===== src/rtl/fx_ram_bridge_if.sv =====
// Signal bundle between the CPU RAM port, the bridge and the 16-bit memory controller.
// The slave modport is the bridge's view; master is the environment (CPU + controller).
interface fx_ram_bridge_if #(
  parameter int AW = 21
);
  logic          CE;
  logic          BCYSTn;
  logic [AW-1:0] RAM_A;
  logic [31:0]   RAM_DI;
  logic [31:0]   RAM_DO;
  logic          RAM_CEn;
  logic          RAM_WEn;
  logic [3:0]    RAM_BEn;
  logic          RAM_READYn;
  logic [AW-2:0] MEM_ADDR;
  logic [15:0]   MEM_DIN;
  logic [15:0]   MEM_DOUT;
  logic [1:0]    MEM_BE;
  logic          MEM_WE;
  logic          MEM_REQ;
  logic          MEM_ACK;

  modport slave (
    input  CE, BCYSTn, RAM_A, RAM_DI, RAM_CEn, RAM_WEn, RAM_BEn, MEM_DOUT, MEM_ACK,
    output RAM_DO, RAM_READYn, MEM_ADDR, MEM_DIN, MEM_BE, MEM_WE, MEM_REQ
  );

  modport master (
    output CE, BCYSTn, RAM_A, RAM_DI, RAM_CEn, RAM_WEn, RAM_BEn, MEM_DOUT, MEM_ACK,
    input  RAM_DO, RAM_READYn, MEM_ADDR, MEM_DIN, MEM_BE, MEM_WE, MEM_REQ
  );
endinterface


===== src/rtl/fx_ram_bridge.sv =====
// Splits a 32-bit CPU RAM cycle into up to two 16-bit req/ack transactions
// (low half first), holding RAM_READYn high until every needed half completes.
module fx_ram_bridge #(
  parameter int AW = 21
) (
  input logic             CLK,
  input logic             RESn,
  fx_ram_bridge_if.slave  bus
);

  typedef enum logic [2:0] {
    IDLE = 3'd0,
    LO   = 3'd1,
    GAP  = 3'd2,
    HI   = 3'd3,
    DONE = 3'd4
  } state_t;

  state_t         state_r, state_n;
  logic [AW-3:0]  a_r, a_n;
  logic [15:0]    di_hi_r, di_hi_n;
  logic [1:0]     ben_hi_r, ben_hi_n;
  logic           wen_r, wen_n;
  logic           need_hi_r, need_hi_n;
  logic           mem_req_r, mem_req_n;
  logic [AW-2:0]  mem_addr_r, mem_addr_n;
  logic [1:0]     mem_be_r, mem_be_n;
  logic [15:0]    mem_din_r, mem_din_n;
  logic           mem_we_r, mem_we_n;
  logic [31:0]    ram_do_r, ram_do_n;
  logic           start_s;

  // Overwrite only the byte lanes whose enable is set.
  function automatic logic [15:0] merge16(input logic [15:0] old_v,
                                          input logic [15:0] new_v,
                                          input logic [1:0]  be);
    return {be[1] ? new_v[15:8] : old_v[15:8],
            be[0] ? new_v[7:0]  : old_v[7:0]};
  endfunction

  function automatic logic [31:0] clear_lanes(input logic [31:0] d, input logic [3:0] ben);
    return {ben[3] ? 8'h00 : d[31:24], ben[2] ? 8'h00 : d[23:16],
            ben[1] ? 8'h00 : d[15:8],  ben[0] ? 8'h00 : d[7:0]};
  endfunction

  assign start_s = bus.CE && !bus.BCYSTn && !bus.RAM_CEn;

  // Next-state and next-register computation for the transaction sequencer.
  always_comb begin
    state_n    = state_r;
    a_n        = a_r;
    di_hi_n    = di_hi_r;
    ben_hi_n   = ben_hi_r;
    wen_n      = wen_r;
    need_hi_n  = need_hi_r;
    mem_req_n  = mem_req_r;
    mem_addr_n = mem_addr_r;
    mem_be_n   = mem_be_r;
    mem_din_n  = mem_din_r;
    mem_we_n   = mem_we_r;
    ram_do_n   = ram_do_r;
    case (state_r)
      IDLE: begin
        if (start_s) begin
          a_n       = bus.RAM_A[AW-1:2];
          di_hi_n   = bus.RAM_DI[31:16];
          ben_hi_n  = bus.RAM_BEn[3:2];
          wen_n     = bus.RAM_WEn;
          need_hi_n = (bus.RAM_BEn[3:2] != 2'b11);
          ram_do_n  = clear_lanes(ram_do_r, bus.RAM_BEn);
          // Request fields are loaded straight from the bus so REQ rises on the latch edge.
          if (bus.RAM_BEn[1:0] != 2'b11) begin
            state_n    = LO;
            mem_req_n  = 1'b1;
            mem_addr_n = {bus.RAM_A[AW-1:2], 1'b0};
            mem_be_n   = ~bus.RAM_BEn[1:0];
            mem_din_n  = bus.RAM_DI[15:0];
            mem_we_n   = ~bus.RAM_WEn;
          end else if (bus.RAM_BEn[3:2] != 2'b11) begin
            state_n    = HI;
            mem_req_n  = 1'b1;
            mem_addr_n = {bus.RAM_A[AW-1:2], 1'b1};
            mem_be_n   = ~bus.RAM_BEn[3:2];
            mem_din_n  = bus.RAM_DI[31:16];
            mem_we_n   = ~bus.RAM_WEn;
          end else begin
            state_n = DONE;
          end
        end else begin
          state_n = IDLE;
        end
      end
      LO: begin
        if (bus.MEM_ACK) begin
          mem_req_n = 1'b0;
          state_n   = need_hi_r ? GAP : DONE;
          if (wen_r) begin
            ram_do_n[15:0] = merge16(ram_do_r[15:0], bus.MEM_DOUT, mem_be_r);
          end else begin
            ram_do_n = ram_do_r;
          end
        end else begin
          state_n = LO;
        end
      end
      GAP: begin
        state_n    = HI;
        mem_req_n  = 1'b1;
        mem_addr_n = {a_r, 1'b1};
        mem_be_n   = ~ben_hi_r;
        mem_din_n  = di_hi_r;
        mem_we_n   = ~wen_r;
      end
      HI: begin
        if (bus.MEM_ACK) begin
          mem_req_n = 1'b0;
          state_n   = DONE;
          if (wen_r) begin
            ram_do_n[31:16] = merge16(ram_do_r[31:16], bus.MEM_DOUT, mem_be_r);
          end else begin
            ram_do_n = ram_do_r;
          end
        end else begin
          state_n = HI;
        end
      end
      DONE: begin
        if (bus.CE) begin
          state_n = IDLE;
        end else begin
          state_n = DONE;
        end
      end
      default: begin
        state_n   = IDLE;
        mem_req_n = 1'b0;
      end
    endcase
  end

  // State, latched CPU cycle and registered memory-side outputs.
  always_ff @(posedge CLK or negedge RESn) begin
    if (!RESn) begin
      state_r    <= IDLE;
      a_r        <= '0;
      di_hi_r    <= 16'h0000;
      ben_hi_r   <= 2'b11;
      wen_r      <= 1'b1;
      need_hi_r  <= 1'b0;
      mem_req_r  <= 1'b0;
      mem_addr_r <= '0;
      mem_be_r   <= 2'b00;
      mem_din_r  <= 16'h0000;
      mem_we_r   <= 1'b0;
      ram_do_r   <= 32'h0000_0000;
    end else begin
      state_r    <= state_n;
      a_r        <= a_n;
      di_hi_r    <= di_hi_n;
      ben_hi_r   <= ben_hi_n;
      wen_r      <= wen_n;
      need_hi_r  <= need_hi_n;
      mem_req_r  <= mem_req_n;
      mem_addr_r <= mem_addr_n;
      mem_be_r   <= mem_be_n;
      mem_din_r  <= mem_din_n;
      mem_we_r   <= mem_we_n;
      ram_do_r   <= ram_do_n;
    end
  end

  assign bus.RAM_DO     = ram_do_r;
  assign bus.RAM_READYn = (state_r != DONE);
  assign bus.MEM_REQ    = mem_req_r;
  assign bus.MEM_ADDR   = mem_addr_r;
  assign bus.MEM_BE     = mem_be_r;
  assign bus.MEM_DIN    = mem_din_r;
  assign bus.MEM_WE     = mem_we_r;

endmodule


===== src/flat_wrapper.sv =====
// flat-port wrapper written by rule: the top's interface ports become plain ports
module fx_ram_bridge_flat 
#(
  parameter int AW = 21
)
  (CLK, RESn, bus_CE, bus_BCYSTn, bus_RAM_A, bus_RAM_DI, bus_RAM_CEn, bus_RAM_WEn, bus_RAM_BEn, bus_MEM_DOUT, bus_MEM_ACK, bus_RAM_DO, bus_RAM_READYn, bus_MEM_ADDR, bus_MEM_DIN, bus_MEM_BE, bus_MEM_WE, bus_MEM_REQ);
  fx_ram_bridge_if #(.AW(AW)) bus_i ();
  input logic CLK;
  input logic RESn;
  input wire logic [$bits(bus_i.CE)-1:0] bus_CE;
  input wire logic [$bits(bus_i.BCYSTn)-1:0] bus_BCYSTn;
  input wire logic [$bits(bus_i.RAM_A)-1:0] bus_RAM_A;
  input wire logic [$bits(bus_i.RAM_DI)-1:0] bus_RAM_DI;
  input wire logic [$bits(bus_i.RAM_CEn)-1:0] bus_RAM_CEn;
  input wire logic [$bits(bus_i.RAM_WEn)-1:0] bus_RAM_WEn;
  input wire logic [$bits(bus_i.RAM_BEn)-1:0] bus_RAM_BEn;
  input wire logic [$bits(bus_i.MEM_DOUT)-1:0] bus_MEM_DOUT;
  input wire logic [$bits(bus_i.MEM_ACK)-1:0] bus_MEM_ACK;
  output wire logic [$bits(bus_i.RAM_DO)-1:0] bus_RAM_DO;
  output wire logic [$bits(bus_i.RAM_READYn)-1:0] bus_RAM_READYn;
  output wire logic [$bits(bus_i.MEM_ADDR)-1:0] bus_MEM_ADDR;
  output wire logic [$bits(bus_i.MEM_DIN)-1:0] bus_MEM_DIN;
  output wire logic [$bits(bus_i.MEM_BE)-1:0] bus_MEM_BE;
  output wire logic [$bits(bus_i.MEM_WE)-1:0] bus_MEM_WE;
  output wire logic [$bits(bus_i.MEM_REQ)-1:0] bus_MEM_REQ;
  assign bus_i.CE = bus_CE;
  assign bus_i.BCYSTn = bus_BCYSTn;
  assign bus_i.RAM_A = bus_RAM_A;
  assign bus_i.RAM_DI = bus_RAM_DI;
  assign bus_i.RAM_CEn = bus_RAM_CEn;
  assign bus_i.RAM_WEn = bus_RAM_WEn;
  assign bus_i.RAM_BEn = bus_RAM_BEn;
  assign bus_i.MEM_DOUT = bus_MEM_DOUT;
  assign bus_i.MEM_ACK = bus_MEM_ACK;
  assign bus_RAM_DO = bus_i.RAM_DO;
  assign bus_RAM_READYn = bus_i.RAM_READYn;
  assign bus_MEM_ADDR = bus_i.MEM_ADDR;
  assign bus_MEM_DIN = bus_i.MEM_DIN;
  assign bus_MEM_BE = bus_i.MEM_BE;
  assign bus_MEM_WE = bus_i.MEM_WE;
  assign bus_MEM_REQ = bus_i.MEM_REQ;
  fx_ram_bridge #(.AW(AW)) u_core (.CLK(CLK), .RESn(RESn), .bus(bus_i));
endmodule

===== config.mk =====
export PLATFORM = sky130hd
export DESIGN_NAME = fx_ram_bridge_flat
export DESIGN_NICKNAME = d
export VERILOG_FILES = /design/src/rtl/fx_ram_bridge_if.sv /design/src/rtl/fx_ram_bridge.sv /design/src/flat_wrapper.sv
export SDC_FILE = /design/constraint.sdc
export NUM_CORES = 1
export LEC_CHECK = 0
export BUFFER_PORTS_ARGS = -buffer_cell sky130_fd_sc_hd__buf_2
export CAP_MARGIN = 5
export CORE_UTILIZATION = 40
export CTS_CLUSTER_SIZE = 25
export DETAILED_ROUTE_END_ITERATION = 8
export HOLD_SLACK_MARGIN = 0.05
export PLACE_DENSITY_LB_ADDON = 0.25
export SYNTH_ARGS = -nofsm -noshare
export SYNTH_HDL_FRONTEND = slang
export SYNTH_SLANG_ARGS = --single-unit

===== constraint.sdc =====
create_clock -name CLK -period 4.85 [get_ports CLK]
set_clock_uncertainty 0.2 [all_clocks]
set_input_delay 1.455 -clock CLK [delete_from_list [all_inputs] [get_ports CLK]]
set_output_delay 1.455 -clock CLK [all_outputs]
set_load 0.05 [all_outputs]

== After elaboration in Yosys (flattened, before gate mapping) ==
Cells that the tools add are included.

* Eq/ne operators: 22
* Reduce and logical (&&, ||, !) cells: 16
* Bitwise operators: 8
* Mux-type cells: 40

{| class="wikitable"
|+ Operator list
! cell !! count
|-
| $pmux 32 s3 || 1
|-
| $mux 16 || 5
|-
| $mux 32 || 2
|-
| $mux 20 || 3
|-
| $mux 8 || 6
|-
| $pmux 20 s2 || 1
|-
| $pmux 16 s2 || 1
|-
| $reduce_and 7->1 || 4
|-
| $mux 3 || 7
|-
| $ne 2x1->1 const B || 8
|-
| $ne 2x2->1 const B || 8
|-
| $pmux 3 s5 || 1
|-
| $mux 1 || 7
|-
| $eq 3x2->1 const B || 2
|-
| $mux 2 || 3
|-
| $not 2->2 || 3
|-
| $reduce_bool 2->1 || 3
|-
| $not 1->1 || 5
|-
| $pmux 1 s4 || 1
|-
| $pmux 2 s2 || 1
|-
| $reduce_and 4->1 || 1
|-
| $eq 3x1->1 const B || 1
|-
| $eq 3x3->1 const B || 1
|-
| $logic_not 3->1 || 1
|-
| other kinds (8) || 10
|}

* Output and inout port bits: 73
* Flip-flop bits (word level): 114

== Depth between registers and ports, before layout ==
* Word-level depth: 5
* Gate-level depth with buffers: 7

== Worst setup path after synthesis ==
Ideal clock, no wire load.

* Path type: input to register
* Start: input bus_BCYSTn
* End: register u_core.mem_din_r[10] (netlist: u_core.bus.MEM_DIN[10])
* Buffers on the path: 2
* Slack: 2.111 ns
* Data required time: 4.514 ns
* Stages on the path: 6
* Data arrival time: 2.403 ns
* Path through: nor3b_2 > nand3_1 > buf_4 > buf_4 > mux2i_1 > o21ai_0

* Cells in the longest elaborated chain, start to end: 5

{| class="wikitable"
|+ Ends and longest elaborated chain
! element !! RTL line !! text
|-
| start: declaration || flat_wrapper.sv:11 || <nowiki>input wire logic [$bits(bus_i.BCYSTn)-1:0] bus_BCYSTn;</nowiki>
|-
| $logic_not 1->1 || fx_ram_bridge.sv:46 || <nowiki>assign start_s = bus.CE && !bus.BCYSTn && !bus.RAM_CEn;</nowiki>
|-
| $logic_and 1x1->1 (2 in a row) || fx_ram_bridge.sv:46 ||
|-
| $ne 2x1->1 (no line) || -- ||
|-
| $reduce_and 3->1 (no line) || -- ||
|-
| end signal: assignment || fx_ram_bridge.sv:166 || <nowiki>mem_din_r <= mem_din_n;</nowiki>
|-
| end: declaration || fx_ram_bridge.sv:28 || <nowiki>logic [15:0] mem_din_r, mem_din_n;</nowiki>
|}

Every way passes these cells.
A chain may end at the register's enable or synchronous reset.

== Worst setup path in the final report ==
* Start: register u_core.state_r[0]
* End: output bus_RAM_READYn

* Cells in the longest elaborated chain, start to end: 1

{| class="wikitable"
|+ Ends and longest elaborated chain
! element !! RTL line !! text
|-
| start: declaration || fx_ram_bridge.sv:19 || <nowiki>state_t state_r, state_n;</nowiki>
|-
| start signal: assignment || fx_ram_bridge.sv:157 || <nowiki>state_r <= state_n;</nowiki>
|-
| $ne 3x3->1 || fx_ram_bridge.sv:173 || <nowiki>assign bus.RAM_READYn = (state_r != DONE);</nowiki>
|-
| end: declaration || flat_wrapper.sv:20 || <nowiki>output wire logic [$bits(bus_i.RAM_READYn)-1:0] bus_RAM_READYn;</nowiki>
|}

Every way passes these cells.

==> results.sh <==
export IMPL_netlist_top_cell_by_area="sky130_fd_sc_hd__dfrtp_1"
export IMPL_cts_tree="yes"
export IMPL_clock_path_buffers=2
export IMPL_critPathCaptureType="primary output"
export IMPL_highest_metal_layer_with_signal_wires="met4"
export IMPL_final_layout_size_suffix_gt1_frac=0.316
export IMPL_synth_compound_area_share=0.119
export IMPL_tightest_slew_ns=0.945
export IMPL_placement_cell_area_mm2=0.00586
export IMPL_gp_congestion=0.746
export IMPL_layout_min_cycle_time_ns=3.24
export IMPL_io_pins=153
export IMPL_cts_inserted_buffers=17
export IMPL_status="finished, final reports clean"
export IMPL_clock_tree_root_cell="sky130_fd_sc_hd__clkbuf_16"
export IMPL_seq_area_frac_synth=0.571
export IMPL_die_h_um=114
export IMPL_syn_nets=579
export IMPL_via_count_of_the_first_global_routing_pass=3944
export IMPL_grt_max_degree=60
export IMPL_die_area_mm2=0.0130
export IMPL_route_final_wire_length_um=11700
export IMPL_routed_wire_length_per_instance_um=14.2
export IMPL_chipWidth_um=114
export IMPL_finalSetupViolations=0
export IMPL_final_area_mm2=0.00639
export IMPL_final_worst_path_period_share=0.667
export IMPL_std_cell_rows=40
export IMPL_fin_worst_hold_slack_ns=0.263
export IMPL_fin_setup_tns_ns=0
export IMPL_post_synth_mux_area_share=0.0835
export IMPL_detailroute_wirelength_met3_um=807
export IMPL_synth_top_area_share=0.555
export IMPL_routed_via_count=4061
export IMPL_coreArea_mm2=0.0121
export IMPL_area_growth_synth_to_final_pct=27.8
export IMPL_yosys_warnings=0
export IMPL_post_cts_setup_buffers=0
export IMPL_area_used_by_sequential_logic_in_the_layout_mm2=0.00286
export IMPL_cellPowerDensity_mw_per_mm2=726
export IMPL_synth_top_flop_cell="sky130_fd_sc_hd__dfrtp_1"
export IMPL_cts_resized=0
export IMPL_timing_fmax_ghz=0.309
export IMPL_global_route_overflow_total=0
export IMPL_htree_num_levels=4
export IMPL_post_drt_via_cell_ratio=4.93
export IMPL_grt_pass1_wl_um=19400
export IMPL_yosys_top_cells_area="sky130_fd_sc_hd__dfrtp_1 (56%), sky130_fd_sc_hd__nand2_1 (14%), sky130_fd_sc_hd__mux2i_1 (7.0%)"
export IMPL_post_synth_most_frequent_cells="sky130_fd_sc_hd__nand2_1 (187), sky130_fd_sc_hd__dfrtp_1 (111), sky130_fd_sc_hd__mux2i_1 (35)"
export IMPL_initial_utilization=0.413
export IMPL_post_synth_xor_area_fraction=0
export IMPL_synth_adder_area_share=0
export IMPL_cts_sinks=114
export IMPL_drt_initial_drc_count=235
export IMPL_crit_path_max_fanout=15
export IMPL_worst_endpoint_required_ns=3.19
export IMPL_startpoint_type="flop"
export IMPL_power_ir_vdd_worst_mv=0.317
export IMPL_ctsHoldBuffers=0
export IMPL_detail_route_drc_violations=0
export IMPL_synth_ff_latch_count=114
export IMPL_clkSlewWorstSetupHoldPaths_ns=0.05
export IMPL_hpwlAfterDp_um=7800
export IMPL_numPortBuffers=150
export IMPL_met2WireLength_um=5160
export IMPL_crit_type="flop to primary output"
export IMPL_arrival_ns=1.58
export IMPL_post_synth_instance_area_mm2=0.00500
export IMPL_syn_area_per_cell_um2=10.0
export IMPL_maxSlewViolCount=0
export IMPL_number_of_violations_of_the_max_capacitance_limit=0
export IMPL_yosys_cell_count_top_type="sky130_fd_sc_hd__nand2_1"
export IMPL_fin_nets=724
export IMPL_synth_simple_area_share=0.190
export IMPL_drtAntennaViolNets=0
export IMPL_detail_route_first_pass_iterations=6
export IMPL_layout_filler_cells=1128
export IMPL_netlist_cell_type_count=40
export IMPL_combined_area_of_the_multi_input_logic_cells_mm2=0.00197
export IMPL_routed_met1_length_um=5560
export IMPL_synth_edf_count=0
export IMPL_synthCells=499
export IMPL_grt_total_usage=0.192
export IMPL_slew_headroom=0.370
export IMPL_postSynth_asyncResetShare=1.00
export IMPL_finalHoldViolCount=0
export IMPL_grt_setup_unrepaired="false"
export IMPL_path_class_of_the_lowest_slack_min_delay_path="flop to flop"
export IMPL_number_of_antenna_violations_at_the_first_check_in_global_routing=0
export IMPL_power_static_leakage_nw=3.42
export IMPL_main_combinational_cell_family_by_area_after_synthesis="simple AND/OR/NAND/NOR gates"
export IMPL_antenna_cells_inserted=0
export IMPL_insertion_delay_ns=0.41
==> cell usage in the layout (no fill, tap or decap), types with 3 or more instances in the layout <==
master / netlist / final
sky130_fd_sc_hd__a21oi_1: 3 / 3
sky130_fd_sc_hd__nand3_1: 16 / 15
sky130_fd_sc_hd__mux2i_1: 35 / 35
sky130_fd_sc_hd__o21ai_1: 16 / 16
sky130_fd_sc_hd__nand2_1: 187 / 187
sky130_fd_sc_hd__o21ai_0: 27 / 27
sky130_fd_sc_hd__buf_4: 3 / 6
sky130_fd_sc_hd__nor2_1: 5 / 5
sky130_fd_sc_hd__dfrtp_1: 111 / 111
sky130_fd_sc_hd__a22o_1: 16 / 16
sky130_fd_sc_hd__buf_2: 12 / 149
sky130_fd_sc_hd__clkinv_2: 0 / 6
sky130_fd_sc_hd__clkbuf_8: 0 / 5
sky130_fd_sc_hd__clkbuf_16: 0 / 17
sky130_fd_sc_hd__mux2_2: 6 / 6
sky130_fd_sc_hd__o211ai_1: 13 / 13
sky130_fd_sc_hd__dfstp_2: 3 / 3
==> area by class of cell <==
class / instances / area share
sequential: 114 / 0.447
multi-input combinational: 352 / 0.308
timing repair buffer: 156 / 0.127
clock buffer: 24 / 0.0785
tap: 168 / 0.0329
clock inverter: 6 / 0.00470
inverter: 3 / 0.00176
==> through the flow <==
stage	std cells	utilization	setup WS [ns]	total power, mW
6_report	823	0.528	1.61	4.64
5_1_grt	823	0.528	1.44	4.92
4_1_cts	823	0.528	1.60	4.69
3_5_place_dp	793	0.484	1.20	3.56
3_3_place_gp	793	0.484	1.25	3.51
2_1_floorplan	499	-	2.11	3.10
==> worst paths after layout <==
kind	to	from	slack, ns	depth (start not counted)
worst min-delay path	u_core.ben_hi_r[0]	u_core.ben_hi_r[0]	0.26	2
worst max-delay path	bus_RAM_READYn	u_core.state_r[0]	1.61	3
worst max register to register	u_core.bus.MEM_DIN[4]	u_core.state_r[0]	2.40	5
min in group asynchronous	u_core.bus.RAM_DO[28]	RESn	0.90	1
max in group asynchronous	u_core.di_hi_r[11]	RESn	2.77	2
worst min register to register	u_core.ben_hi_r[0]	u_core.ben_hi_r[0]	0.26	2
==> routing by layer <==
metal	vias to the layer above	global-route usage
met5	-	0
li1	1988	-
met4	0	0.0823
met2	127	0.294
met1	1933	0.253
met3	13	0.0579
==> flip-flops by register name, indices dropped and copies added (netlist names) <==
name and count:
u_core.a_r 19, u_core.bus.MEM_BE 2, u_core.bus.RAM_DO 32, u_core.bus.MEM_REQ 1, u_core.bus.MEM_ADDR 20, u_core.bus.MEM_WE 1, u_core.ben_hi_r 2, u_core.bus.MEM_DIN 16
u_core.wen_r 1, u_core.di_hi_r 16, u_core.need_hi_r 1, u_core.state_r 3
==> power breakdown <==
| part | switching [mW] | total, mW | leakage (nW) | internal (mW) |
|---|---|---|---|---|
| clock | 0.405 | 1.11 | 0.271 | 0.707 |
| sequential | 0.258 | 1.63 | 1.45 | 1.37 |
| combinational | 1.40 | 1.90 | 1.69 | 0.499 |
==> kinds of logic (layout without fill, tap and decap cells) <==
kind of cell | after synthesis | after routing
AND/OR/NAND/NOR | 224 | 224
flip-flops | 114 | 114
AO/OA/AOI/OAI | 87 | 87
multiplexers | 41 | 41
buffers and inverters | 33 | 189
==> critical path, stage by stage (launching register included) <==
cell	delay, ns
sky130_fd_sc_hd__dfrtp_1	0.66
sky130_fd_sc_hd__nor2_1	0.12
sky130_fd_sc_hd__nand2_1	0.11
sky130_fd_sc_hd__buf_2	0.28
(Power assumes the default switching activity.)
